`config.mk`:
```
export PLATFORM = sky130hd
export DESIGN_NAME = traffic_light_monitor
export DESIGN_NICKNAME = d
export VERILOG_FILES = /design/src/rtl/traffic_light_pkg.sv /design/src/rtl/traffic_light_monitor_decode.sv /design/src/rtl/traffic_light_monitor.sv
export SDC_FILE = /design/constraint.sdc
export NUM_CORES = 1
export LEC_CHECK = 0
export CAP_MARGIN = 15
export CELL_PAD_IN_SITES_DETAIL_PLACEMENT = 0
export CELL_PAD_IN_SITES_GLOBAL_PLACEMENT = 1
export CORE_MARGIN = 2
export CORE_UTILIZATION = 41
export DETAILED_ROUTE_END_ITERATION = 8
export PLACE_DENSITY = 0.84
export SLEW_MARGIN = 20
export SYNTH_ARGS = -nofsm -noshare
export SYNTH_HDL_FRONTEND = slang
export SYNTH_SLANG_ARGS = --single-unit
```
`constraint.sdc`:
```
create_clock -name clk -period 2.6 [get_ports clk]
set_input_delay 0.52 -clock clk [delete_from_list [all_inputs] [get_ports clk]]
set_output_delay 0.52 -clock clk [all_outputs]
set_load 0.02 [all_outputs]
```
`src/rtl/traffic_light_pkg.sv`:
```
// Shared encodings, phase/state enums and fault codes for the traffic light monitor.
package traffic_light_pkg;

   localparam logic [1:0] LightRed     = 2'b00;
   localparam logic [1:0] LightYellow  = 2'b01;
   localparam logic [1:0] LightGreen   = 2'b10;
   localparam logic [1:0] LightIllegal = 2'b11;

   typedef enum logic [1:0] {
      PhNsGreen  = 2'd0,
      PhNsYellow = 2'd1,
      PhEwGreen  = 2'd2,
      PhEwYellow = 2'd3
   } phase_e;

   typedef enum logic [1:0] {
      StSync,
      StRun,
      StHold
   } mon_state_e;

   localparam logic [2:0] FaultNone        = 3'd0;
   localparam logic [2:0] FaultConflict    = 3'd1;
   localparam logic [2:0] FaultIllegal     = 3'd2;
   localparam logic [2:0] FaultBadTrans    = 3'd3;
   localparam logic [2:0] FaultStuck       = 3'd4;
   localparam logic [2:0] FaultShortYellow = 3'd5;
   localparam logic [2:0] FaultEmergency   = 3'd6;
   localparam logic [2:0] FaultRelease     = 3'd7;

   function automatic phase_e next_phase(input phase_e p);
      case (p)
         PhNsGreen:  next_phase = PhNsYellow;
         PhNsYellow: next_phase = PhEwGreen;
         PhEwGreen:  next_phase = PhEwYellow;
         default:    next_phase = PhNsGreen;
      endcase
   endfunction

   function automatic logic is_yellow(input phase_e p);
      return (p == PhNsYellow) || (p == PhEwYellow);
   endfunction

endpackage

```
`src/rtl/traffic_light_monitor_decode.sv`:
```
// Combinational classifier of one NS/EW light sample into phase / all-red / conflict / illegal.
module tl_pattern_decode
   import traffic_light_pkg::*;
(
   input  logic [1:0] ns_light,
   input  logic [1:0] ew_light,
   output logic [1:0] phase,
   output logic       legal,
   output logic       all_red,
   output logic       conflict,
   output logic       illegal
);

   always_comb begin
      illegal  = (ns_light == LightIllegal) || (ew_light == LightIllegal);
      all_red  = !illegal && (ns_light == LightRed) && (ew_light == LightRed);
      conflict = !illegal && (ns_light != LightRed) && (ew_light != LightRed);
      legal    = !illegal && !all_red && !conflict;
      // Only meaningful when legal: exactly one side is red.
      if (ns_light == LightRed) begin
         phase = (ew_light == LightYellow) ? PhEwYellow : PhEwGreen;
      end else begin
         phase = (ns_light == LightYellow) ? PhNsYellow : PhNsGreen;
      end
   end

endmodule

```
`src/rtl/traffic_light_monitor.sv`:
```
// Passive checker of a traffic-light controller's outputs: tracks phase sequence and dwell,
// emergency response, and latches the first violation as a sticky fault code.
module traffic_light_monitor
   import traffic_light_pkg::*;
#(
   parameter int unsigned GREEN_MAX  = 12,
   parameter int unsigned YELLOW_MIN = 2,
   parameter int unsigned YELLOW_MAX = 4,
   parameter int unsigned EMERG_LAT  = 1
) (
   input  logic       clk,
   input  logic       rst_n,
   input  logic       emergency,
   input  logic [1:0] ns_light,
   input  logic [1:0] ew_light,
   input  logic       clear,
   output logic       fault,
   output logic [2:0] fault_code,
   output logic [1:0] phase,
   output logic       phase_valid,
   output logic [7:0] fault_count
);

   localparam int unsigned DwellW = $clog2(GREEN_MAX + 2);
   localparam int unsigned EmergW = $clog2(EMERG_LAT + 2);
   localparam logic [DwellW-1:0] DwellSat  = DwellW'(GREEN_MAX + 1);
   localparam logic [DwellW-1:0] DwellOne  = DwellW'(1);
   localparam logic [DwellW-1:0] GreenMax  = DwellW'(GREEN_MAX);
   localparam logic [DwellW-1:0] YellowMax = DwellW'(YELLOW_MAX);
   localparam logic [DwellW-1:0] YellowMin = DwellW'(YELLOW_MIN);
   localparam logic [EmergW-1:0] EmergSat  = EmergW'(EMERG_LAT + 1);
   localparam logic [EmergW-1:0] EmergLat  = EmergW'(EMERG_LAT);

   logic [1:0] smp_phase_raw;
   logic       smp_legal, smp_all_red, smp_conflict, smp_illegal;
   phase_e     smp_phase;

   mon_state_e        state_q, state_d;
   phase_e            phase_q, phase_d;
   logic [DwellW-1:0] dwell_q, dwell_d, dwell_inc;
   logic [EmergW-1:0] emerg_cnt_q, emerg_cnt_d, rel_cnt_q, rel_cnt_d;
   logic              armed_q, armed_d;
   logic              chk_trans, chk_short, chk_stuck, chk_emerg, chk_release, any_fire;
   logic [2:0]        new_code;

   tl_pattern_decode u_decode (
      .ns_light (ns_light),
      .ew_light (ew_light),
      .phase    (smp_phase_raw),
      .legal    (smp_legal),
      .all_red  (smp_all_red),
      .conflict (smp_conflict),
      .illegal  (smp_illegal)
   );

   assign smp_phase = phase_e'(smp_phase_raw);
   assign phase     = phase_q;

   always_comb begin
      emerg_cnt_d = '0;
      if (emergency && !smp_all_red) begin
         emerg_cnt_d = (emerg_cnt_q == EmergSat) ? EmergSat : emerg_cnt_q + 1'b1;
      end
      // Release timer only runs once an emergency has been seen, so a power-up all-red is benign.
      armed_d   = armed_q | emergency;
      rel_cnt_d = '0;
      if (!emergency && armed_q) begin
         rel_cnt_d = (rel_cnt_q == EmergSat) ? EmergSat : rel_cnt_q + 1'b1;
      end

      dwell_inc = (dwell_q == DwellSat) ? DwellSat : dwell_q + 1'b1;
      state_d   = state_q;
      phase_d   = phase_q;
      dwell_d   = dwell_q;
      chk_trans = 1'b0;
      chk_short = 1'b0;
      chk_stuck = 1'b0;

      unique case (state_q)
         StSync: begin
            if (smp_legal) begin
               state_d = StRun;
               phase_d = smp_phase;
               dwell_d = DwellOne;
            end
         end
         StRun, StHold: begin
            if (smp_all_red) begin
               state_d = StHold;
            end else if (smp_legal) begin
               state_d = StRun;
               phase_d = smp_phase;
               if (smp_phase == phase_q) begin
                  dwell_d   = dwell_inc;
                  chk_stuck = is_yellow(phase_q) ? (dwell_inc > YellowMax)
                                                 : (dwell_inc > GreenMax);
               end else begin
                  dwell_d = DwellOne;
                  if (smp_phase == next_phase(phase_q)) begin
                     chk_short = is_yellow(phase_q) && (dwell_q < YellowMin);
                  end else begin
                     chk_trans = 1'b1;
                  end
               end
            end
         end
         default: state_d = StSync;
      endcase

      chk_emerg   = emerg_cnt_d > EmergLat;
      chk_release = (state_q != StSync) && smp_all_red && !emergency && armed_q &&
                    (rel_cnt_d > EmergLat);

      any_fire = smp_illegal | smp_conflict | chk_emerg | chk_release |
                 chk_trans | chk_short | chk_stuck;
      if (smp_illegal)       new_code = FaultIllegal;
      else if (smp_conflict) new_code = FaultConflict;
      else if (chk_emerg)    new_code = FaultEmergency;
      else if (chk_release)  new_code = FaultRelease;
      else if (chk_trans)    new_code = FaultBadTrans;
      else if (chk_short)    new_code = FaultShortYellow;
      else if (chk_stuck)    new_code = FaultStuck;
      else                   new_code = FaultNone;
   end

   always_ff @(posedge clk or negedge rst_n) begin
      if (!rst_n) begin
         state_q     <= StSync;
         phase_q     <= PhNsGreen;
         dwell_q     <= '0;
         emerg_cnt_q <= '0;
         rel_cnt_q   <= '0;
         armed_q     <= 1'b0;
         phase_valid <= 1'b0;
         fault       <= 1'b0;
         fault_code  <= FaultNone;
         fault_count <= '0;
      end else begin
         state_q     <= state_d;
         phase_q     <= phase_d;
         dwell_q     <= dwell_d;
         emerg_cnt_q <= emerg_cnt_d;
         rel_cnt_q   <= rel_cnt_d;
         armed_q     <= armed_d;
         phase_valid <= (state_d != StSync);
         // clear yields to a same-edge violation, which then overwrites the latched code.
         if (any_fire && (!fault || clear)) begin
            fault      <= 1'b1;
            fault_code <= new_code;
         end else if (clear) begin
            fault      <= 1'b0;
            fault_code <= FaultNone;
         end
         if (any_fire && (fault_count != 8'hFF)) begin
            fault_count <= fault_count + 8'd1;
         end
      end
   end

endmodule
```
== Yosys cells after proc, flatten, opt, wreduce, memory -nomap -nowiden ==
Index checks and enable logic that the tools add are counted.
Storage, ports and cells
  bits in registers: 26
  bits in latches: 0
  memory bits (writable): 0
  ROM bits: 0
  bits of input ports: 8
  output and inout port bits: 15
  logic and storage cells: 130
  memories kept: 0
Cells by class
  add/sub/neg operators: 4
  $mul: 0
  div/mod/pow operators: 0
  order comparisons: 5
  eq/ne operators: 18
  shift operators: 0
  multiplexer cells: 50
  bitwise gates (word level): 7
  reductions and logical operators: 36
Operators by type and width (number)
  two-way mux 3 bit: 9
  two-way mux 2 bit: 13
  two-way mux 4 bit: 5
  two-way mux 1 bit: 19
  logical AND 1 bit: 15
  == test 2 bit (second input constant): 7
  nonzero test 2 bit: 6
  adder 8 x 1 -> 8 bit (second input constant): 1
  == test 2 x 1 -> 1 bit (second input constant): 4
  zero test 2 bit: 4
  != test 8 bit (second input constant): 1
  one-hot mux 2 bit (2 select lines): 2
  one-hot mux 4 bit (2 select lines): 1
  OR 1 bit: 7
  != test 2 bit (second input constant): 3
  one-hot mux 2 bit (3 select lines): 1
  zero test 1 bit: 5
  adder 2 x 1 -> 2 bit (second input constant): 2
  adder 4 x 1 -> 4 bit (second input constant): 1
  == test 2 bit: 2
  == test 4 bit (second input constant): 1
  > comparator 2 x 1 -> 1 bit (second input constant): 2
  > comparator 4 x 3 -> 1 bit (second input constant): 1
  > comparator 4 bit (second input constant): 1
  5 further kinds: 7

== Longest topological paths before layout ==
  depth after elaboration: 24
  mapped depth: 10
  mapped depth without buffers: 9

== By module ==
A second synthesis with hierarchy kept.
Unflattened totals
  cells, all modules: 159
  area, all modules: 1550.2 um^2
Modules (own cells, without submodules)
  traffic_light_monitor: times used 1, cells each 145, area each 1450.1 um^2, seq. area each 650.6 um^2
  tl_pattern_decode: times used 1, cells each 14, area each 100.1 um^2, seq. area each 0.0 um^2

== Worst setup path after synthesis ==
OpenSTA, ideal clock, no wires.
  path kind: reg-to-reg
  start point: register phase_q[1] (netlist: phase[1])
  end point: register fault_count[7]
  library setup time: 0.128 ns
  data arrival time: 2.170 ns
  required time: 2.472 ns
  slack: 0.302 ns
  cell stages (with the launch flop): 10
  buffers on the path: 0
  period minus slack after synthesis: 2.298 ns
  cells stage by stage: dfrtp_1 > inv_1 > ha_1 > nor2_1 > or4_1 > nor4_1 > mux2i_1 > o211ai_2 > nand3_1 > mux2_1
Between the ends
  longest elaborated chain between the ends: 16
  elaborated cells on any way between the ends: 32
  classes of those cells: eq/ne: 5; mux: 20; bitwise: 3; reduce/logical: 4
RTL lines
  start, declared: RTL line traffic_light_monitor.sv:39  | phase_e phase_q, phase_d;
  start signal, assigned: RTL line traffic_light_monitor.sv:129  | phase_q <= PhNsGreen;
  start signal, assigned: RTL line traffic_light_monitor.sv:140  | phase_q <= phase_d;
  == test 2 bit (tied with other cells): RTL line traffic_light_pkg.sv:32  | case (p)
  one-hot mux 2 bit (3 select lines): RTL line traffic_light_pkg.sv:32
  two-way mux 2 bit: RTL line traffic_light_monitor.sv:93  | if (smp_phase == phase_q) begin
  two-way mux 2 bit: RTL line traffic_light_monitor.sv:90  | end else if (smp_legal) begin
  two-way mux 2 bit: RTL line traffic_light_monitor.sv:88  | if (smp_all_red) begin
  two-way mux 2 bit: RTL line traffic_light_monitor.sv:79  | unique case (state_q)
  == test 2 bit: RTL line traffic_light_monitor.sv:99  | if (smp_phase == next_phase(phase_q)) begin
  two-way mux 1 bit: RTL line traffic_light_monitor.sv:99
  two-way mux 1 bit: RTL line traffic_light_monitor.sv:93
  two-way mux 1 bit: RTL line traffic_light_monitor.sv:90
  two-way mux 1 bit: RTL line traffic_light_monitor.sv:88
  two-way mux 1 bit: RTL line traffic_light_monitor.sv:79
  OR 1 bit: RTL line traffic_light_monitor.sv:114  | any_fire = smp_illegal | smp_conflict | chk_emerg | chk_release |
  OR 1 bit: RTL line traffic_light_monitor.sv:115  | chk_trans | chk_short | chk_stuck;
  OR 1 bit (*): RTL line traffic_light_monitor.sv:115
  logical AND 1 bit (*): RTL line traffic_light_monitor.sv:154  | if (any_fire && (fault_count != 8'hFF)) begin
  end signal, assigned: RTL line traffic_light_monitor.sv:155  | fault_count <= fault_count + 8'd1;
  end, declared: RTL line traffic_light_monitor.sv:21  | output logic [7:0] fault_count
Mark *: on every way between the ends. The rest lies on a longest branch, timed or not. The select of a mux whose other input is x is not followed.
A chain may end at the register's enable or synchronous reset.

== Final worst setup path ==
  start point: register phase_q[0] (netlist: phase[0])
  end point: register fault_count[7]
Same word-level chain as after synthesis.

==> results.toml <==
[outcome]
status = "finished, final reports clean"

[sta]
min_period_ps = 2460
finalSetupViolCount = 0
hold_viol_final = 0
worstMarginPinSlew_ps = 506
setup_tns_ps = 0
skew_ps = 4.68
post-route-period-util_pct = 94.7
fmaxAchievable_ghz = 0.406
maxSlewHeadroom_pct = 66.0
worst_hold_slack_ps = 504
maxSlewViolCount = 0
rsz0062_at_grt = "no"

[clocking]
clockRootBuffer = "clkbuf_8"
cts_hold_buf = 0
clock_sinks = 26
htreeDepth = 1
clock_latency_ps = 270
cts_made_buffers = 3
clkTransAtPathRegs_ps = 90
cts_tree = "done"
cts_buffer_depth = 2

[yosys]
syn_area_per_cell_sq_um = 9.32
synth_nets = 192
synth_area_leaders = "dfrtp_1 (40%), ha_1 (6.9%), nor2_1 (3.9%)"
synth.distinct_cells = 48
yosysTopAreaCell = "dfrtp_1"
yosysMostFrequentCell = "dfrtp_1"
async_flop_share_pct = 100
netlist.area_leader.share_pct = 39.9
ys_seq_elements = 26
synth_seq_area_share_pct = 39.9
synth_common_cells = "dfrtp_1 (26), nor2_1 (17), nand2_1 (15)"
synthCells = 175
yosys_warnings = 0
synth-edff-count = 0
synth_area_sq_um = 1630
synth_flop_cell = "dfrtp_1"

[grt]
grt_pass1_vias = 1466
grt_usage_pct = 18.5
grt_max_degree = 27
grt_pass1_wl_um = 6380
grt_overflow_total = 0
antenna_found_initial = 0

[critical_path]
required_ps = 2760
regToRegSetupSlack_ps = 140
path_class = "reg2reg"
startpoint_type = "register"
rr_endpoint = "fault_count[7]$_DFFE_PN0P_"
startpoint = "phase[0]$_DFFE_PN0P_"
worstPathArrival_ps = 2620
r2r_cells = 9
crit_fanout = 7
r2r_start = "phase[0]$_DFFE_PN0P_"
end_kind = "register"
endpoint = "fault_count[7]$_DFFE_PN0P_"

[drt]
avgRoutedWirePerCell_um = 13.3
via_per_inst = 5.19
firstDrtPassIters = 4
drc = 0
wl_um = 3630
drtIter0Drc = 65
num_vias = 1416
ant_nets = 0

[cells_and_area]
area_growth_pct = 33.4
drive_gt1_share_pct = 22.7
multiInputGateArea_sq_um = 903
diodes = 0
nNetsFinal = 243
regArea_sq_um = 652
num-fill-cells = 340

[die]
row_count = 22
floorplan.die_area_sq_um = 4500
fp.dieW_um = 67.1
fp.coreArea_sq_um = 3740
die_h_um = 67.1
io_pins = 23
start_util_pct = 43.5

[power_and_ir_drop]
total_leakage_power_nw = 0.962
ir_drop_mv = 0.334
powerDensity_nw_per_um2 = 939

[place]
gp_congestion = 0.826
io_buffers = 22
dp_hpwl_um = 2830

[run]
maxCapViolCount = 0

[worst_hold_path]
worstHoldPathType = "reg2reg"
==> critical path: stages, from the launching register on <==
cell,delay [ps]
dfrtp_2,430
inv_1,100
ha_1,240
nor3b_1,200
o31ai_1,120
nor4_1,370
mux2i_2,170
o211ai_4,270
nand3_1,110
mux2_1,330
==> through the flow <==
step / util [%] / power (mW) / instance area (sq um) / setup slack (ps) / instances
after floorplan: - / 1.27 / 1630 / 302 / 175
after global placement: 54.9 / 1.64 / 2060 / -204 / 266
after detailed placement: 54.9 / 1.68 / 2060 / -338 / 266
after CTS: 57.4 / 2.03 / 2150 / 15.4 / 273
after global routing: 58.1 / 2.20 / 2170 / 7.89 / 273
final: 58.1 / 2.04 / 2170 / 138 / 273
==> cell type report <==
cell class,instances,share of cell area [%]
multi-input cells,130,41.5
flip-flops and latches,26,30.0
repair buffers,51,20.0
well taps,48,2.76
inverters,14,2.42
clock buffers,3,1.90
clock inverters,1,1.38
==> kinds of logic (layout without fill, tap and decap cells) <==
group | after synthesis | in the layout | synth area share [%]
XOR/XNOR | 6 | 6 | 3.22
flip-flops | 26 | 26 | 39.9
AND/OR/NAND/NOR | 69 | 69 | 22.6
adder cells (fa/ha/maj) | 10 | 10 | 7.60
AO/OA/AOI/OAI | 42 | 42 | 18.2
multiplexers | 3 | 3 | 2.23
buffers and inverters | 19 | 69 | 6.22
==> routing by layer <==
metal  global-route usage (%)  vias to the layer above  wire length, um
li1                         -                      720                -
met1                     22.4                      675             1640
met2                     33.4                       17             1830
met3                     2.36                        4              111
met4                     5.61                        0               38
met5                        0                        -                0
==> registers in the layout, indices dropped and copies added, names as in the netlist <==
name,count
fault_code,3
phase,2
fault_count,8
emerg_cnt_q,2
phase_valid,1
rel_cnt_q,2
fault,1
armed_q,1
state_q,2
dwell_q,4
==> worst min path at each step <==
stage | start | end | slack, ps | depth (start not counted)
2_1_floorplan | rst_n | armed_q$_DFF_PN0_ | 220 | 0
3_3_place_gp | armed_q$_DFF_PN0_ | armed_q$_DFF_PN0_ | 470 | 1
3_5_place_dp | armed_q$_DFF_PN0_ | armed_q$_DFF_PN0_ | 490 | 1
4_1_cts | fault_count[5]$_DFFE_PN0P_ | fault_count[5]$_DFFE_PN0P_ | 510 | 1
5_1_grt | armed_q$_DFF_PN0_ | armed_q$_DFF_PN0_ | 530 | 1
6_report | fault_count[5]$_DFFE_PN0P_ | fault_count[5]$_DFFE_PN0P_ | 500 | 1
==> layout by cell type, fill, tap and decap left out, types with 2 or more instances in the layout <==
cell type | synthesis | layout
dfrtp_1 | 26 | 25
and3_1 | 4 | 4
a221oi_1 | 2 | 2
clkbuf_8 | 0 | 3
a31oi_1 | 2 | 2
nor2_1 | 17 | 17
ha_1 | 9 | 9
o211ai_1 | 2 | 2
nor3_1 | 6 | 5
nor2b_4 | 2 | 2
nor3b_1 | 2 | 2
nor2b_1 | 2 | 2
a21oi_1 | 10 | 10
dlygate4sd2_1 | 0 | 2
buf_4 | 2 | 29
xnor2_1 | 6 | 6
nand2b_1 | 3 | 3
inv_1 | 14 | 14
nand3_1 | 4 | 4
and2_1 | 2 | 2
o21ai_0 | 9 | 9
o31ai_1 | 4 | 4
nand4_1 | 2 | 2
nand2_1 | 15 | 15
nor3_2 | 1 | 2
clkdlybuf4s50_1 | 0 | 20
or2_2 | 2 | 2
==> power breakdown <==
part           internal (mW)  leakage, nW  switching, mW
Combinational          0.506        0.606          0.545
Clock                  0.206       0.0357          0.131
Sequential             0.534        0.320          0.120
Total                   1.25        0.962          0.796
==> what timing repair did <==
action,in CTS,in global routing
endpoints found under the setup margin,2,9
pin swaps,2,1
buffers inserted,3,0
endpoints found under the hold margin,0,0
gates resized for setup,2,5
Note: power is estimated with default switching activity, not from simulation.
